## src/rtl/pattern_phase_counter.sv

```systemverilog
// Modulo-N phase counter. phase_o/toggle_o are the values for the current cycle: clear wins,
// otherwise an enabled cycle shows the advanced value, which is also what gets stored.
module pattern_phase_counter #(
  parameter int unsigned Modulus = 25,
  parameter int unsigned Width   = 5
) (
  input  logic             hdmi_clk,
  input  logic             reset,
  input  logic             clear_i,
  input  logic             en_i,
  output logic [Width-1:0] phase_o,
  output logic             toggle_o
);

  logic [Width-1:0] phase_q;
  logic             toggle_q;
  logic             wrap;

  assign wrap = (phase_q == Width'(Modulus - 1));

  // Current-cycle phase and wrap-toggle.
  always_comb begin
    phase_o  = phase_q;
    toggle_o = toggle_q;
    if (clear_i) begin
      phase_o  = '0;
      toggle_o = 1'b0;
    end else if (en_i) begin
      phase_o  = wrap ? '0 : phase_q + Width'(1);
      toggle_o = wrap ? ~toggle_q : toggle_q;
    end
  end

  // Hold the current-cycle values for the next cycle.
  always_ff @(posedge hdmi_clk) begin
    if (reset) begin
      phase_q  <= '0;
      toggle_q <= 1'b0;
    end else begin
      phase_q  <= phase_o;
      toggle_q <= toggle_o;
    end
  end

endmodule

```

## config.mk

```make
export PLATFORM = sky130hd
export DESIGN_NAME = pattern_phase_counter
export DESIGN_NICKNAME = d
export VERILOG_FILES = /design/src/rtl/pattern_phase_counter.sv
export SDC_FILE = /design/constraint.sdc
export NUM_CORES = 1
export LEC_CHECK = 0
export BUFFER_PORTS_ARGS = -buffer_cell sky130_fd_sc_hd__buf_2
export CAP_MARGIN = 20
export CORE_AREA = 10 10 47 49
export CTS_CLUSTER_DIAMETER = 60
export CTS_CLUSTER_SIZE = 8
export DETAILED_ROUTE_END_ITERATION = 8
export DIE_AREA = 0 0 57 59
export GPL_TIMING_DRIVEN = 0
export PLACE_DENSITY = 0.52
export SYNTH_ARGS = -nofsm -noshare
export SYNTH_HDL_FRONTEND = slang
export SYNTH_SLANG_ARGS = --single-unit
```

## constraint.sdc

```tcl
create_clock -name hdmi_clk -period 2 [get_ports hdmi_clk]
set_clock_uncertainty 0.1 [all_clocks]
set_input_delay 0.1 -clock hdmi_clk [delete_from_list [all_inputs] [get_ports hdmi_clk]]
set_output_delay 0.1 -clock hdmi_clk [all_outputs]
set_load 0.005 [all_outputs]
```

### Word level (Yosys, flattened, before mapping)

Cells that the tools add are included.

| cells by class | value |
|---|---|
| add/subtract/negate cells | 1 |
| equal/unequal tests | 1 |
| muxes and demuxes | 6 |
| bitwise logic cells | 1 |

Operators with widths:

| operator | count |
|---|---|
| $mux 5 | 3 |
| $add 5x1->5 const B | 1 |
| $eq 5x5->1 const B | 1 |
| $mux 1 | 3 |
| $not 1->1 | 1 |

| storage, ports and cells | value |
|---|---|
| flip-flop bits (word level) | 6 |
| input port bits | 4 |
| output and inout port bits | 6 |
| logic and storage cells | 11 |

### Longest topological paths before layout

Gate-level depths: netlist of run 1.

| depth | value |
|---|---|
| word-level depth | 4 |
| gate-level depth with buffers | 5 |
| gate-level depth less buffers | 5 |

### Worst setup path after synthesis of run 1

OpenSTA, ideal clock, no wires.

| timing path | value |
|---|---|
| path type | register to output |
| start point | register phase_q[0] |
| end point | output toggle_o |
| arrival time | 1153 ps |
| data required time | 1800 ps |
| slack | 647 ps |
| cell stages (with the launch flop) | 6 |
| buffers on the path | 0 |
| cell sequence | dfxtp_1 inv_1 ha_1 nand4b_4 nor2_8 mux2_4 |

| on the way | value |
|---|---|
| longest elaborated chain between the ends | 4 |

Ends and longest elaborated chain:

| what | RTL line | text |
|---|---|---|
| start: declaration | 15 | `logic [Width-1:0] phase_q;` |
| start signal: assignment | 40 | `phase_q <= phase_o;` |
| $eq 5x5->1 | 19 | `assign wrap = (phase_q == Width'(Modulus - 1));` |
| $mux 1 | 30 | `toggle_o = wrap ? ~toggle_q : toggle_q;` |
| $mux 1 | 28 | `end else if (en_i) begin` |
| $mux 1 | 25 | `if (clear_i) begin` |
| end: declaration | 12 | `output logic toggle_o` |

No other way between the ends.

### Worst setup path after layout of run 1

Same ends and word-level chain as after synthesis.

==> out/metrics.csv, run 1 <==
metric,value,unit
via count of the first global-routing pass,316,
placeable core area,1401,sq um
Setup WS post-layout,0.2120,ns
Pleak,0.2252,nW
critical path required time,1.80,ns
worst path arrival time,1.59,ns
detailed-route via count,315,
Area Overhead vs Synth,25.32,%
Yosys warning total,0,
most frequent cells in the layout,"nor2_1, buf_2, dfxtp_1",
Max Clk Rate,559.3,MHz
min cycle time layout,1.788,ns
max_slew headroom,83.35,%
Worst Hold Margin,0.06110,ns
ANT cells,0,
Startpoint Class,register,
Worst-Margin Slew,0.2495,ns
IO Port Bufs,7,
pre-CTS WS,0.4621,ns
initial antenna violation count,0,
Overflow after GRT,0,
"Slew Viols, Final",0,
unrepaired setup endpoints after global routing,false,
clock latency on the worst-skew pair,0.25,ns
# DRC,0,
sequential area share after synthesis,31.17,%
die area,3363,sq um
final setup fails,0,
"Net Count, Synth",47,
CTS tree,done,
share of layout cells above drive strength 1,30.19,%
first-pass GRT wire length,1352,um
Syn Area/Cell,9.399,sq um
Setup Total Neg Slack,0,ns
CP Capture Type,output pin,
Final Hold Viols,0,
Syn Inst Count,41,
root buf cell,clkbuf_4,
Peak VDD IR,0.2796,mV
vias per std cell,4.565,
CP Class,register to output pin,
TritonCTS Sinks,6,
placed wire-length estimate,606.9,um
Die H,59,um
routability cong.,0.7453,
"FF+latch count, synth",6,
I/O Pins,10,
Nets,61,
crit share post-route,89.40,%
initial core utilization,27.50,%
Max Cap Viol,0,
Antenna Nets Post-Route,0,
Die Wd,57,um
P per Cell Area,560.6,nW/um^2
CP max FO,6,
outcome,"complete, no violations",
pin count of the biggest net entering global routing,11,
DRT iter0 DRCs,0,
clk slew on worst S/H paths,0.05,ns
Max clock buf depth,2,
post-synth cell types,17,
DR WL/cell,11.64,um
Post-Syn Area,385.4,sq um
total clock buffers created by CTS,3,
Max H-tree Level,1,
routed wire length,803,um
total power,0.2708,mW
row count,14,
Total GRT Usage,5.325,%
1st-pass router iterations,1,
post-CTS sizing,0,
Hold Path Class,primary input to register,
==> metrics by stage <==
stage / instances / util, % / area (sq um)
after floorplan: 41 / - / 385.4
after global placement: 64 / 31.43 / 440.4
after detailed placement: 64 / 31.43 / 440.4
after CTS: 69 / 34.46 / 483.0
after global routing: 69 / 34.46 / 483.0
final: 69 / 34.46 / 483.0
==> area by class of cell <==
cell class              count  area (sq um)
clock buffers               3         22.52
multi-input cells          30         231.5
well taps                  16         20.02
inverters                   3         11.26
fillers                   163         918.4
repair buffers              9         55.05
plain buffers               2         22.52
flip-flops and latches      6         120.1
==> routing by layer <==
layer | vias up | GRT usage (%) | routed length, um
li1 | 160 | - | -
met1 | 142 | 6.086 | 352
met2 | 10 | 6.667 | 337
met3 | 3 | 3.648 | 85
met4 | 0 | 4.027 | 28
met5 | - | 0 | 0
==> final timing paths <==
check	slack, ns	from	depth (start not counted)	end
worst min-delay path	0.06	clear_i	3	toggle_q$_SDFF_PP0_
worst min register to register	0.39	toggle_q$_SDFF_PP0_	2	toggle_q$_SDFF_PP0_
worst max register to register	0.24	phase_q[0]$_SDFF_PP0_	5	phase_q[1]$_SDFF_PP0_
worst max-delay path	0.21	phase_q[0]$_SDFF_PP0_	6	toggle_o
==> critical path: stages, from the launching register on <==
cell      delay, ns
dfxtp_1        0.34
inv_1          0.07
ha_1           0.18
nand4b_4       0.16
nor2_8         0.16
mux2_4         0.30
buf_2          0.12
==> power breakdown <==
group | total [mW] | switching, mW | internal [mW] | leakage (nW)
combinational | 0.0276 | 0.0140 | 0.0136 | 0.163
sequential | 0.123 | 0.00162 | 0.121 | 0.0485
clock | 0.120 | 0.0519 | 0.0684 | 0.0138
total | 0.271 | 0.0675 | 0.203 | 0.225
==> kinds of logic (layout without fill, tap and decap cells) <==
group                    after synthesis  in the layout  share of synthesized area (%)
XOR/XNOR                               4              4                          9.093
multiplexers                           3              3                          9.090
AND/OR/NAND/NOR                       20             20                          33.12
flip-flops                             6              6                          31.17
AO/OA/AOI/OAI                          1              1                          2.273
buffers and inverters                  5             17                          8.766
adder cells (fa/ha/maj)                2              2                          6.492
==> cell usage after synthesis <==
cell type / number / area, sq um
dfxtp_1: 6 / 120.1
inv_1: 3 / 11.26
nand4b_4: 1 / 23.77
mux2i_1: 2 / 20.02
mux2_4: 1 / 15.01
nand2_1: 2 / 7.510
or3_1: 1 / 6.260
nand4_1: 2 / 12.51
nor2_8: 1 / 20.02
xor2_1: 2 / 17.52
ha_1: 2 / 25.02
xnor2_1: 2 / 17.52
nor3_1: 5 / 25.02
nor2b_1: 1 / 6.260
o21ai_2: 1 / 8.760
buf_6: 2 / 22.52
nor2_1: 7 / 26.28
==> repair_timing <==
item / 4_1_cts / 5_1_grt
setup buffers: 0 / 0
endpoints found under the hold margin: 1 / 0
endpoints found under the setup margin: 0 / 0
hold buffers: 2 / 0
==> registers in the layout, summed over array words and instances (netlist names) <==
register and count:
phase_q 5, toggle_q 1
(Power assumes the default switching activity.)
==> inputs of run 2 (changes only) <==
Settings changed: ABC_AREA set to 1, PLACE_DENSITY 0.52 to 0.51.
==> run 2 against run 1 <==
First-iteration DRC count increased by 4. Hold slack worse by 0.051 ns. Clock power barely moved.
==> out/metrics.csv, run 2 <==
metric,value,unit,change
top flop regs,"phase_q (5), toggle_q (1)",,
via count of the first global-routing pass,397,,+26%
total clock buffers created by CTS,3,,unchanged
Final Util,33.84,%,-0.62 points
Post-CTS Hold Fix Bufs,1,,-1
share of layout cells above drive strength 1,31.82,%,+1.6 points
root buf cell,clkbuf_4,,
Setup WS post-layout,0.3825,ns,+0.1704 ns
leading post-synthesis cells by cell area,"dfxtp_1, nor2_1, inv_1",,
combinational power share,11.0,%,+0.8 points
Sw Share,26.23,%,+1.3 points
Total GRT Usage,5.834,%,+0.51 points
ANT cells,0,,unchanged
routed wire length,832,um,+3.6%
Startpoint Class,register,,
sequential area share after synthesis,31.89,%,+0.72 points
Max H-tree Level,1,,unchanged
"top cells by count, synth","nor2_1, inv_1, nand2_1",,
Hold Path Class,primary input to register,,
ys async rst share,0,%,unchanged
DRT iter0 DRCs,4,,+4
pre-CTS WS,0.6409,ns,+0.1787 ns
sequential power share,45.2,%,-0.2 points
detailed-route via count,352,,+12%
"FF+latch count, synth",6,,unchanged
pin count of the biggest net entering global routing,8,,-3
Post-synth top flop,dfxtp_1,,
clk slew on worst S/H paths,0.05,ns,about the same
initial antenna violation count,0,,unchanged
Die Wd,57,um,unchanged
initial core utilization,26.87,%,-0.63 points
"most common cell after layout, fill and taps aside",nor2_1,,
Max Clk Rate,618.2,MHz,+11%
critical path required time,1.80,ns,about the same
CP Capture Type,output pin,,
area share of the largest cell type after synthesis,31.89,%,+0.72 points
clock power share,43.8,%,-0.6 points
cell accounting for the most synthesized area,dfxtp_1,,
CP Class,register to output pin,,
Nets,74,,+21%
clock latency on the worst-skew pair,0.25,ns,about the same
number of fill cells in the layout,160,,-1.8%
Overflow after GRT,0,,unchanged
CTS tree,done,,
Max Cap Viol,0,,unchanged
Power Internal,0.2017,mW,-0.79%
post-CTS setup buffers,0,,unchanged
CP max FO,4,,-2
Setup Total Neg Slack,0,ns,unchanged
unrepaired setup endpoints after global routing,false,,
post-synth cell types,17,,unchanged
routability cong.,0.7665,,+2.8%
"Net Count, Synth",59,,+26%
row count,14,,unchanged
# DRC,0,,unchanged
Worst-Margin Slew,0.2490,ns,-0.0004226 ns
Yosys warning total,0,,unchanged
Peak VDD IR,0.2651,mV,-5.2%
placeable core area,1401,sq um,unchanged
Die H,59,um,unchanged
most common cell in the netlist,nor2_1,,
Post-synth EDFFs,0,,unchanged
vias per std cell,4.293,,-6.0%
outcome,"complete, no violations",,
Post-Syn Area,376.6,sq um,-2.3%
first-pass GRT wire length,1552,um,+15%
Final Hold Viols,0,,unchanged
worst path arrival time,1.42,ns,-0.17 ns
DR WL/cell,10.15,um,-13%
Max clock buf depth,2,,unchanged
crit share post-route,80.88,%,-8.5 points
post-CTS sizing,0,,unchanged
switching pwr,0.07170,mW,+6.3%
die area,3363,sq um,unchanged
Pleak,0.2437,nW,+8.2%
Top reg by flops,phase_q,,
min cycle time layout,1.618,ns,-0.1704 ns
number of flip-flops under the largest register name,5,,unchanged
Syn Area/Cell,7.106,sq um,-24%
TritonCTS Sinks,6,,unchanged
max_slew headroom,83.39,%,about the same
P per Cell Area,576.5,nW/um^2,+2.8%
Area Overhead vs Synth,25.91,%,
placed instance count,78,,+22%
final setup fails,0,,unchanged
Antenna Nets Post-Route,0,,unchanged
final cell count without fillers,82,,+19%
most frequent cells in the layout,"nor2_1, inv_1, buf_2",,
Syn Inst Count,53,,+29%
IO Port Bufs,9,,+2
1st-pass router iterations,4,,+3
I/O Pins,10,,unchanged
Worst Hold Margin,0.01040,ns,-0.05070 ns
placed wire-length estimate,668.4,um,+10%
"Slew Viols, Final",0,,unchanged
[run 2: metal layers]
metal	part of all wire [%]	wire, um	vias to the layer above	GRT usage (%)
met5	0	0	-	0
met4	2.9	24	0	4.027
met3	7.3	61	4	3.004
met2	42	348	10	9.147
met1	48	397	146	5.938
li1	-	-	192	-
[run 2: worst paths after layout]
check             depth (start not counted)                    end             startpoint  slack, ns
setup / recovery                          8             phase_o[4]  phase_q[0]$_SDFF_PP0_       0.38
setup reg to reg                          7  phase_q[4]$_SDFF_PP0_  phase_q[0]$_SDFF_PP0_       0.74
hold reg to reg                           3    toggle_q$_SDFF_PP0_    toggle_q$_SDFF_PP0_       0.42
hold / removal                            2    toggle_q$_SDFF_PP0_                  reset       0.01
[run 2: critical path: stages, from the launching register on]
cell and delay (ns):
dfxtp_1 0.38, inv_1 0.06, ha_1 0.20, nand2_2 0.11, nor2_2 0.06, nor2_2 0.09, nand3_1 0.09, inv_1 0.06
buf_2 0.10
[run 2: cells by family (layout without fill, tap and decap cells)]
| kind of cell | Yosys count | after routing | share of synthesized area [%] |
|---|---|---|---|
| flops | 6 | 6 | 31.89 |
| fa+ha+maj | 2 | 2 | 6.643 |
| compound gates | 3 | 3 | 7.310 |
| buf+inv | 10 | 23 | 9.968 |
| xor+xnor | 1 | 1 | 2.326 |
| simple gates | 31 | 31 | 41.86 |
[run 2: layout make-up]
| type | count | area [sq um] | area share, % |
|---|---|---|---|
| clock buffers | 3 | 22.52 | 4.749 |
| inverters | 10 | 37.54 | 7.916 |
| multi-input cells | 37 | 219.0 | 46.17 |
| flip-flops and latches | 6 | 120.1 | 25.33 |
| well taps | 16 | 20.02 | 4.222 |
| repair buffers | 10 | 55.05 | 11.61 |
[run 2: power groups by stage]
stage	Combinational [mW]	Clock, mW	Sequential (mW)
2_1_floorplan	0.0163	0	0.125
3_3_place_gp	0.0286	0	0.126
3_5_place_dp	0.0290	0	0.126
4_1_cts	0.0307	0.123	0.124
5_1_grt	0.0341	0.131	0.124
6_report	0.0301	0.120	0.124
[run 2: per-stage QoR]
| stage | power (mW) | area [sq um] |
|---|---|---|
| 5_1_grt | 0.2884 | 474.2 |
| 3_3_place_gp | 0.1546 | 441.7 |
| 4_1_cts | 0.2771 | 474.2 |
| 2_1_floorplan | 0.1418 | 376.6 |
| 3_5_place_dp | 0.1551 | 441.7 |
| 6_report | 0.2734 | 474.2 |
==> inputs of run 3 (changes only) <==
Clock period 2 ns to 1.6 ns, I/O delays scaled along.
==> run 3 against run 2 <==
Utilization rose by 3.6 points. Power rose by 26%. Sequential share of layout area fell by 1.5 points. Flip-flop and latch count did not move. Final area rose by 11%. Global-route usage barely moved. Highest routed layer is now met3.
==> out/metrics.csv, run 3 (synthesis gave the netlist of run 2 again) <==
metric,value,unit,change
# DRC,0,,unchanged
total clock buffers created by CTS,3,,unchanged
Max clock buf depth,2,,unchanged
CP Capture Type,output pin,,
pre-CTS WS,0.2609,ns,-0.3800 ns
share of layout cells above drive strength 1,40.30,%,+8.5 points
1st-pass router iterations,2,,-2
Min-Delay Path Depth,3,,+1
clock latency on the worst-skew pair,0.25,ns,about the same
via count of the first global-routing pass,391,,-1.5%
Hold Path Class,primary input to register,,
Max H-tree Level,1,,unchanged
CTS tree,done,,
min cycle time layout,1.514,ns,
outcome,"complete, no violations",,
R2R cell count,7,,unchanged
critical path required time,1.42,ns,-0.38 ns
root buf cell,clkbuf_4,,
Final Util,37.41,%,+3.6 points
Max Cap Viol,0,,unchanged
DR WL/cell,10.20,um,+0.58%
DRT iter0 DRCs,3,,-1
crit share post-route,94.65,%,
most frequent cells in the layout,"nor2_1, inv_1, buf_2",,
ANT cells,0,,unchanged
vias per std cell,4.217,,-1.8%
clk slew on worst S/H paths,0.05,ns,about the same
CP Class,register to output pin,,
Die H,59,um,unchanged
placed wire-length estimate,668.4,um,unchanged
worst path arrival time,1.33,ns,-0.09 ns
Area Overhead vs Synth,39.20,%,
routed wire length,847,um,+1.8%
initial core utilization,26.87,%,unchanged
Startpoint Class,register,,
max_slew headroom,86.48,%,+3.1 points
row count,14,,unchanged
IO Port Bufs,9,,unchanged
Total GRT Usage,5.788,%,-0.046 points
Final Hold Viols,0,,unchanged
die area,3363,sq um,unchanged
Worst Hold Margin,0.1070,ns,+0.09657 ns
"most common cell after layout, fill and taps aside",nor2_1,,
total power,0.3450,mW,+26%
Die Wd,57,um,unchanged
final setup fails,0,,unchanged
initial antenna violation count,0,,unchanged
Pleak,0.2472,nW,+1.4%
top flop regs,"phase_q (5), toggle_q (1)",,
Peak VDD IR,0.3542,mV,+34%
first-pass GRT wire length,1538,um,-0.90%
Max Clk Rate,660.3,MHz,
Overflow after GRT,0,,unchanged
TritonCTS Sinks,6,,unchanged
Antenna Nets Post-Route,0,,unchanged
Worst-Margin Slew,0.2010,ns,-0.04806 ns
number of flip-flops under the largest register name,5,,unchanged
pin count of the biggest net entering global routing,8,,unchanged
number of fill cells in the layout,158,,-1.3%
CP max FO,4,,unchanged
P per Cell Area,658.0,nW/um^2,+14%
register area,125.1,sq um,+4.2%
detailed-route via count,350,,-0.57%
routability cong.,0.7665,,unchanged
placeable core area,1401,sq um,unchanged
area of the multi-input gates,254.0,sq um,+16%
"Slew Viols, Final",0,,unchanged
Nets,75,,+1.4%
Setup WS post-layout,0.08552,ns,-0.2970 ns
Top reg by flops,phase_q,,
I/O Pins,10,,unchanged
-- run 3: path summary, 6_finish.rpt --
path / slack [ns] / from / to
worst min-delay path: 0.11 / en_i / phase_q[1]$_SDFF_PP0_
worst min register to register: 0.46 / toggle_q$_SDFF_PP0_ / toggle_q$_SDFF_PP0_
worst max-delay path: 0.09 / phase_q[0]$_SDFF_PP0_ / phase_o[3]
worst max register to register: 0.42 / phase_q[0]$_SDFF_PP0_ / phase_q[4]$_SDFF_PP0_
-- run 3: worst max-delay path, stage by stage, from the launching register on --
cell	delay [ns]
dfxtp_4	0.35
inv_1	0.06
ha_2	0.19
nand2_4	0.08
o21ai_4	0.21
nor2_1	0.07
buf_2	0.13
-- run 3: final cells by class --
type,count,share of cell area (%)
multi-input cells,37,48.45
flip-flops and latches,6,23.87
repair buffers,11,12.41
inverters,10,7.160
clock buffers,3,4.296
well taps,16,3.819
-- run 3: power breakdown --
part	switching (mW)	internal, mW
sequential	0.00241	0.151
combinational	0.0271	0.0178
clock	0.0609	0.0853
-- run 3: through the flow --
stage	cells	setup TNS, ns	area [sq um]
finish	83	0	524.3
global route	83	-0.02297	524.3
CTS	83	0	486.7
detailed placement	78	0	441.7
global placement	78	0	441.7
floorplan	53	0	376.6
-- run 3: repair_timing --
action,4_1_cts,5_1_grt
gates resized for setup,2,9
endpoints found under the setup margin,1,5
buffers inserted,0,0
endpoints found under the hold margin,3,0
pin swaps,0,2
hold buffers,2,0
-- run 3: layer usage --
| metal | part of all wire (%) | track usage (%) |
|---|---|---|
| met1 | 49 | 5.931 |
| met2 | 44 | 8.992 |
| met3 | 7.2 | 3.004 |
| met4 | 0 | 4.027 |
| met5 | 0 | 0 |
